### config.mk
export PLATFORM = sky130hd
export DESIGN_NAME = chameleon_serout_shiftreg_flat
export DESIGN_NICKNAME = d
export VERILOG_FILES = /design/src/rtl/chameleon_serout_shiftreg_pkg.sv /design/src/rtl/chameleon_serout_shiftreg_if.sv /design/src/rtl/chameleon_serout_shiftreg_tick_div.sv /design/src/rtl/chameleon_serout_shiftreg.sv /design/src/flat_wrapper.sv
export SDC_FILE = /design/constraint.sdc
export NUM_CORES = 1
export LEC_CHECK = 0
export ABC_AREA = 1
export CELL_PAD_IN_SITES_DETAIL_PLACEMENT = 0
export CELL_PAD_IN_SITES_GLOBAL_PLACEMENT = 2
export CORE_MARGIN = 2
export CORE_UTILIZATION = 25
export CTS_CLUSTER_SIZE = 14
export DETAILED_ROUTE_END_ITERATION = 12
export PLACE_DENSITY = 0.77
export SYNTH_ARGS = -nofsm -noshare
export SYNTH_HDL_FRONTEND = slang
export SYNTH_HIERARCHICAL = 1
export SYNTH_SLANG_ARGS = --single-unit
### constraint.sdc
create_clock -name clk -period 4.1 [get_ports clk]
set_input_delay 0.82 -clock clk [delete_from_list [all_inputs] [get_ports clk]]
set_output_delay 0.82 -clock clk [all_outputs]
set_load 0.02 [all_outputs]
### src/rtl/chameleon_serout_shiftreg_pkg.sv
// chameleon_serout_pkg: shared FSM encoding and counter-width helper for the serial-out chain driver.
package chameleon_serout_pkg;

    typedef enum logic [2:0] {S_IDLE, S_CAPTURE, S_SHIFT, S_LATCH, S_GAP} state_e;

    // Width of a counter that must hold 0..n-1, never narrower than one bit.
    function automatic int cw(input int n);
        return (n <= 2) ? 1 : $clog2(n);
    endfunction

endpackage

### src/rtl/chameleon_serout_shiftreg_if.sv
// chameleon_serout_shiftreg_if: parallel word in, 595-style serial chain and frame status out.
interface chameleon_serout_shiftreg_if #(parameter int WIDTH = 8);
    logic [WIDTH-1:0] d;
    logic             refresh;
    logic             ser_out_clk;
    logic             ser_out_dat;
    logic             ser_out_rclk;
    logic             busy;
    logic             frame_done;
    modport master (output d, refresh, input ser_out_clk, ser_out_dat, ser_out_rclk, busy, frame_done);
    modport slave (input d, refresh, output ser_out_clk, ser_out_dat, ser_out_rclk, busy, frame_done);
endinterface

### src/rtl/chameleon_serout_shiftreg_tick_div.sv
// serout_tick_div: pulses tick every DIV cycles; restart holds the count at its first cycle.
module serout_tick_div
    import chameleon_serout_pkg::*;
#(
    parameter int DIV = 4
) (
    input  logic clk,
    input  logic rst,
    input  logic restart,
    output logic tick
);
    localparam int CW = cw(DIV);
    logic [CW-1:0] cnt_q, cnt_d;
    always_comb begin
        tick  = cnt_q == CW'(DIV - 1);
        cnt_d = (restart || tick) ? '0 : cnt_q + 1'b1;
    end
    always_ff @(posedge clk) begin
        if (rst) cnt_q <= '0;
        else     cnt_q <= cnt_d;
    end
endmodule

### src/rtl/chameleon_serout_shiftreg.sv
// chameleon_serout_shiftreg: snapshots d, shifts it out to a 595 chain, pulses rclk, repeats.
// Define SEROUT_CHANGE_ONLY_EN to start frames only on a changed word, refresh or first frame.
module chameleon_serout_shiftreg
    import chameleon_serout_pkg::*;
#(
    parameter int WIDTH     = 8,
    parameter int DIV       = 4,
    parameter int GAP       = 0,
    parameter bit MSB_FIRST = 1
) (
    input logic clk,
    input logic reset,
    chameleon_serout_shiftreg_if.slave bus
);
    localparam int BW = cw(WIDTH);
    localparam int GW = cw(GAP);
    state_e           state_q, state_d;
    logic [BW-1:0]    bit_q, bit_d, idx;
    logic [GW-1:0]    gap_q, gap_d;
    logic [WIDTH-1:0] shadow_q, shadow_d;
    logic             phase_q, phase_d, done_q, done_d, tick, start;

    serout_tick_div #(.DIV(DIV)) u_div (
        .clk     (clk),
        .rst     (reset),
        .restart (state_q != S_SHIFT && state_q != S_LATCH),
        .tick    (tick)
    );

`ifdef SEROUT_CHANGE_ONLY_EN
    logic [WIDTH-1:0] latched_q, latched_d;
    logic             valid_q, valid_d, pend_q, pend_d;
    assign start = !valid_q || pend_q || bus.refresh || bus.d != latched_q;
    always_comb begin
        latched_d = (state_q == S_LATCH && tick) ? shadow_q : latched_q;
        valid_d   = valid_q || (state_q == S_LATCH && tick);
        pend_d    = (state_q == S_IDLE && start) ? 1'b0 : pend_q || bus.refresh;
    end
    always_ff @(posedge clk) begin
        if (reset) begin
            latched_q <= '0;
            valid_q   <= 1'b0;
            pend_q    <= 1'b0;
        end else begin
            latched_q <= latched_d;
            valid_q   <= valid_d;
            pend_q    <= pend_d;
        end
    end
`else
    logic unused_refresh;
    assign unused_refresh = bus.refresh;
    assign start = 1'b1;
`endif

    always_ff @(posedge clk) begin
        if (reset) begin
            state_q  <= S_IDLE;
            bit_q    <= '0;
            gap_q    <= '0;
            shadow_q <= '0;
            phase_q  <= 1'b0;
            done_q   <= 1'b0;
        end else begin
            state_q  <= state_d;
            bit_q    <= bit_d;
            gap_q    <= gap_d;
            shadow_q <= shadow_d;
            phase_q  <= phase_d;
            done_q   <= done_d;
        end
    end

    // Each bit is a low half (new data) then a high half; the last high half leaves the bit held for LATCH.
    always_comb begin
        state_d  = state_q;
        bit_d    = bit_q;
        gap_d    = gap_q;
        shadow_d = shadow_q;
        phase_d  = phase_q;
        done_d   = state_q == S_LATCH && tick;
        case (state_q)
            S_IDLE:    state_d = start ? S_CAPTURE : S_IDLE;
            S_CAPTURE: begin
                state_d  = S_SHIFT;
                shadow_d = bus.d;
                bit_d    = '0;
                phase_d  = 1'b0;
            end
            S_SHIFT: if (tick) begin
                phase_d = !phase_q;
                if (phase_q && bit_q == BW'(WIDTH - 1)) state_d = S_LATCH;
                else if (phase_q) bit_d = bit_q + 1'b1;
            end
            S_LATCH: if (tick) begin
                state_d = (GAP > 0) ? S_GAP : S_IDLE;
                gap_d   = '0;
            end
            S_GAP: begin
                gap_d = gap_q + 1'b1;
                if (gap_q == GW'(GAP > 0 ? GAP - 1 : 0)) state_d = S_IDLE;
            end
            default: state_d = S_IDLE;
        endcase
    end

    always_comb begin
        idx              = MSB_FIRST ? BW'(WIDTH - 1) - bit_q : bit_q;
        bus.ser_out_clk  = state_q == S_SHIFT && phase_q;
        bus.ser_out_dat  = (state_q == S_SHIFT || state_q == S_LATCH) && shadow_q[idx];
        bus.ser_out_rclk = state_q == S_LATCH;
        bus.busy         = state_q != S_IDLE;
        bus.frame_done   = done_q;
    end
endmodule
### src/flat_wrapper.sv
// flat-port wrapper written by rule: the top's interface ports become plain ports
module chameleon_serout_shiftreg_flat import chameleon_serout_pkg::*;
#(
    parameter int WIDTH     = 8,
    parameter int DIV       = 4,
    parameter int GAP       = 0,
    parameter bit MSB_FIRST = 1
)
  (clk, reset, bus_d, bus_refresh, bus_ser_out_clk, bus_ser_out_dat, bus_ser_out_rclk, bus_busy, bus_frame_done);
  chameleon_serout_shiftreg_if #(.WIDTH(WIDTH)) bus_i ();
  input logic clk;
  input logic reset;
  input wire logic [$bits(bus_i.d)-1:0] bus_d;
  input wire logic [$bits(bus_i.refresh)-1:0] bus_refresh;
  output wire logic [$bits(bus_i.ser_out_clk)-1:0] bus_ser_out_clk;
  output wire logic [$bits(bus_i.ser_out_dat)-1:0] bus_ser_out_dat;
  output wire logic [$bits(bus_i.ser_out_rclk)-1:0] bus_ser_out_rclk;
  output wire logic [$bits(bus_i.busy)-1:0] bus_busy;
  output wire logic [$bits(bus_i.frame_done)-1:0] bus_frame_done;
  assign bus_i.d = bus_d;
  assign bus_i.refresh = bus_refresh;
  assign bus_ser_out_clk = bus_i.ser_out_clk;
  assign bus_ser_out_dat = bus_i.ser_out_dat;
  assign bus_ser_out_rclk = bus_i.ser_out_rclk;
  assign bus_busy = bus_i.busy;
  assign bus_frame_done = bus_i.frame_done;
  chameleon_serout_shiftreg #(.WIDTH(WIDTH), .DIV(DIV), .GAP(GAP), .MSB_FIRST(MSB_FIRST)) u_core (.clk(clk), .reset(reset), .bus(bus_i));
endmodule
Word-level counts from Yosys, hierarchy flattened
Cells that the tools add are included.

word-level totals
  flip-flop bits (word level) = 19
  output and inout bits = 5

cells by class
  multiplexer cells = 15
  eq/ne operators = 14
  add/subtract/negate cells = 4
  reductions and logical operators = 17
  magnitude comparators = 1

operator list
  kind                                                 number
  two-way mux 3 bit                                    7
  case mux 3 bit (5 select lines)                      1
  != test 2 x 1 -> 1 bit (second input constant)       4
  AND reduction 4 bit                                  2
  == test 3 x 2 -> 1 bit (second input constant)       2
  == test 3 bit (second input constant)                2
  != test 3 x 2 -> 1 bit (second input constant)       2
  case mux 3 bit (2 select lines)                      1
  logical AND 1 bit                                    5
  < comparator 3 x 4 -> 1 bit (second input constant)  1
  != test 2 bit (second input constant)                2
  case mux 1 bit (2 select lines)                      2
  AND reduction 2 bit                                  2
  nonzero test 2 bit                                   2
  adder 3 x 1 -> 3 bit (second input constant)         1
  binary-select mux 1 bit (select 3 bit)               1
  == test 3 x 1 -> 1 bit (second input constant)       1
  logical NOT 3 bit                                    1
  two-way mux 1 bit                                    3
  nonzero test 3 bit                                   1
  subtractor 3 bit (first input constant)              1
  adder 2 x 1 -> 2 bit (second input constant)         1
  == test 2 bit (second input constant)                1
  logical OR 1 bit                                     2
  3 further kinds                                      3

Logic depth before layout (Yosys ltp)
  word-level depth = 5
  gate-level depth with buffers = 9

By module
The synthesis kept the hierarchy.

by module, submodules not included
  module                     cells each  area an instance (µm²)  seq. area each (µm²)  instances
  chameleon_serout_shiftreg  109         803.3                   300.3                 1
  serout_tick_div            9           75.1                    40.0                  1

Worst setup path after synthesis
OpenSTA, ideal clock, no wires.

  path type = flip-flop to output port
  from = register u_core.state_q[0]
  to = output bus_ser_out_dat
  data required time = 3280 ps
  data arrival time = 1162 ps
  cell stages (with the launch flop) = 6
  setup slack = 2118 ps
  path buffers = 0
  cell sequence = dfxtp_1 -> ha_1 -> inv_1 -> nand2_2 -> nand2_1 -> nor2_1

between the ends
  word-level cells in the longest chain between the ends = 3
  elaborated cells on any way between the ends = 4
  those cells by class = eq/ne (2); reduce/logical (2)

ends and longest elaborated chain
  what                    line                              RTL
  start, declared         chameleon_serout_shiftreg.sv:17   state_e state_q, state_d;
  start signal, assigned  chameleon_serout_shiftreg.sv:65   state_q <= state_d;
  == test 3 x 2 -> 1 bit  --
  net bus_ser_out_rclk    flat_wrapper.sv:17                output wire logic [$bits(bus_i.ser_out_rclk)-1:0] bus_ser_out_rclk;
  logical OR 1 bit        chameleon_serout_shiftreg.sv:110  bus.ser_out_dat = (state_q == S_SHIFT || state_q == S_LATCH) && shadow_q[idx];
  logical AND 1 bit       chameleon_serout_shiftreg.sv:110
  end, declared           flat_wrapper.sv:16                output wire logic [$bits(bus_i.ser_out_dat)-1:0] bus_ser_out_dat;

The timed path passes the listed nets, and every way through them passes these cells.

Final worst setup path
  from = register u_core.state_q[0]
  to = output bus_ser_out_dat

between the ends
  word-level cells in the longest chain between the ends = 3
  elaborated cells on any way between the ends = 4
  those cells by class = eq/ne (2); reduce/logical (2)

ends and longest elaborated chain
  what                    line
  == test 3 x 2 -> 1 bit  chameleon_serout_shiftreg.sv:110
  logical OR 1 bit (*)    chameleon_serout_shiftreg.sv:110
  logical AND 1 bit (*)   chameleon_serout_shiftreg.sv:110

Every way passes the cells marked *; elsewhere a longest branch is shown, timed or not.

==> flow_metrics.tcl <==
set metrics [dict create \
    initial_core_util 0.261 \
    drt_wl_total_mm 1.77 \
    place_ws_ps 1580 \
    rows 21 \
    die_area_um2 4000 \
    tightest_slew_ps 378 \
    first_pass_iters 4 \
    port_buffers 14 \
    fmax_mhz 353 \
    syn-cell-area_um2 878 \
    path_clk_slew_ps 110 \
    cts_root_buffer "clkbuf_4" \
    synthDistinctLibCells 21 \
    viasPerCell 3.99 \
    worst_slack_ps 1270 \
    final_nets 153 \
    hold_viol 0 \
    syn_nets 136 \
    holdCritPathClass "reg2reg" \
    io_pins 16 \
    critPathLaunch "u_core/state_q[0]" \
    htree_levels 1 \
    synth_cells 118 \
    die_width_um 63.3 \
    power.total_mw 0.549 \
    syn_avg_cell_area_um2 7.44 \
    antenna_left 0 \
    vias 719 \
    drcViolationCount 0 \
    grt_pass1_vias 732 \
    r2r_start "u_core/bit_q[0]" \
    cts_tree "done" \
    drt_iter0_drc 12 \
    wl_per_cell_um 9.84 \
    cts_resized 0 \
    drive_gt1_frac 0.134 \
    yosys_warnings 6 \
    finalClockSkew_ps 8.02 \
    layout.filler_cells 393 \
    worstSetupStartpointType "flop" \
    cts_buffer_depth 2 \
    cts-hold-fix-buffers 0 \
    clk_latency_ps 290 \
    setup.worst_path.class "reg2out" \
    r2r.worst_path.cells 7 \
    cts_setup_buffers 0 \
    hold_start "u_core/u_div/cnt_q[0]" \
    setup_viol 0 \
    cp-end-kind "output pin" \
    place.gp.congestion 0.794 \
    rsz0062_at_grt "false" \
    whs_ps 431 \
    post-route-period-util 0.691 \
    clock_sinks 17 \
    grt_use_total 0.105 \
    antennaDiodeCount 0 \
    core_area_um2 3360 \
    cp.arrival_ps 2010 \
    worstHoldPathCells 1 \
    die_h_um 63.3 \
    antenna_found_initial 0 \
    reg2reg_setup_slack_ps 2610 \
    tns_ps 0 \
    relSlewSlack 0.748 \
    dp_hpwl_mm 1.30 \
    grt_pass1_wl_mm 3.28 \
    fin_util 0.324 \
    grt_overflow 0 \
    slew_viol_final 0 \
    yosysSeqAreaShare 0.387 \
    grt_max_degree 17 \
    ir_drop_mv 0.241 \
    powerDensity_nw_per_um2 504 \
    area_delta_synth_final_pct 24.1 \
    status "finished, final reports clean" \
    critical_path_required_ps 3280 \
    maxCapViolations 0 \
    whs_endpoint "u_core/u_div/cnt_q[0]" \
    numCtsBuffers 3 \
    period_minus_slack_ps 2830 \
    p_leak_nw 0.483 \
    cp_max_fo 6 \
    synth_seq_cells 17 \
    r2r-end "u_core/state_q[1]" \
]
[area by class of cell]
class,count,area [µm²],area share
inverter,23,92.6,0.0850
clock buffer,4,26.3,0.0241
timing repair buffer,14,140,0.129
multi-input combinational,76,433,0.397
sequential,17,340,0.312
tap,46,57.6,0.0528
[registers in the layout, summed over array words and instances (netlist names)]
| register | flops |
|---|---|
| u_core/u_div/cnt_q | 2 |
| u_core/phase_q | 1 |
| u_core/bus.frame_done | 1 |
| u_core/state_q | 2 |
| u_core/shadow_q | 8 |
| u_core/bit_q | 3 |
[worst max-delay path by stage]
| stage | to | slack (ps) | depth (start not counted) |
|---|---|---|---|
| 2_1_floorplan | bus_ser_out_dat | 2120 | 5 |
| 3_3_place_gp | bus_ser_out_dat | 1600 | 7 |
| 3_5_place_dp | bus_ser_out_dat | 1580 | 7 |
| 5_1_grt | bus_ser_out_dat | 1110 | 7 |
| 6_report | bus_ser_out_dat | 1270 | 7 |
| 4_1_cts | bus_ser_out_dat | 1240 | 7 |
[metrics by stage]
| stage | area, µm² | std cells |
|---|---|---|
| floorplan | 878 | 118 |
| global route | 1090 | 180 |
| detailed placement | 1060 | 176 |
| CTS | 1090 | 180 |
| finish | 1090 | 180 |
| global placement | 1060 | 176 |
[logic make-up (layout without fill, tap and decap cells)]
family / Yosys count / in the layout / synth area share
AOI/OAI and AO/OA: 24 / 24 / 0.142
DFF: 17 / 17 / 0.387
buffers and inverters: 25 / 41 / 0.120
adders and majority gates: 7 / 7 / 0.0997
and+or+nand+nor: 45 / 45 / 0.251
[where the power goes]
group / switching [mW] / internal [mW]
registers: 0.0199 / 0.207
clock network: 0.0548 / 0.0378
logic: 0.140 / 0.0898
total: 0.214 / 0.335
[cell usage after synthesis]
cell type / count / area [µm²]
dfxtp_1: 17 / 340
inv_1: 17 / 63.8
nand2_1: 17 / 63.8
a21oi_1: 11 / 55.1
nor2_1: 11 / 41.3
ha_1: 7 / 87.6
nand3_1: 7 / 35.0
o21ai_0: 7 / 35.0
nand2_2: 6 / 37.5
inv_2: 4 / 15.0
o21ai_1: 4 / 20.0
a22oi_1: 1 / 7.51
buf_2: 1 / 5.00
buf_4: 1 / 7.51
clkinv_2: 1 / 5.00
inv_6: 1 / 8.76
nand2_4: 1 / 11.3
nor2_2: 1 / 6.26
nor2_8: 1 / 20.0
nor3_1: 1 / 5.00
o211ai_1: 1 / 7.51
[metal layers]
metal / wire (µm) / vias up / global-route usage
met1: 910 / 305 / 0.131
met3: 79 / 0 / 0.0286
met5: 0 / - / 0
li1: - / 403 / -
met4: 0 / 0 / 0.0652
met2: 781 / 11 / 0.160
[worst max-delay path, stage by stage, from the launching register on]
cell and delay (ps):
dfxtp_1 350, inv_1 90, ha_1 310, inv_2 90
nand2_2 90, nand2_1 50, nor2_1 120, clkdlybuf4s50_1 620
[cells in the final DEF, fill, tap and decap left out]
| master | instances |
|---|---|
| a21oi_1 | 11 |
| a22oi_1 | 1 |
| clkbuf_1 | 1 |
| clkbuf_4 | 3 |
| clkdlybuf4s50_1 | 14 |
| clkinv_2 | 1 |
| dfxtp_1 | 17 |
| ha_1 | 7 |
| inv_1 | 17 |
| inv_2 | 4 |
| inv_6 | 1 |
| nand2_1 | 17 |
| nand2_2 | 6 |
| nand2_4 | 1 |
| nand3_1 | 7 |
| nor2_1 | 11 |
| nor2_2 | 1 |
| nor2_8 | 1 |
| nor3_1 | 1 |
| o211ai_1 | 1 |
| o21ai_0 | 7 |
| o21ai_1 | 4 |
Power figures use the tool's default switching activity.
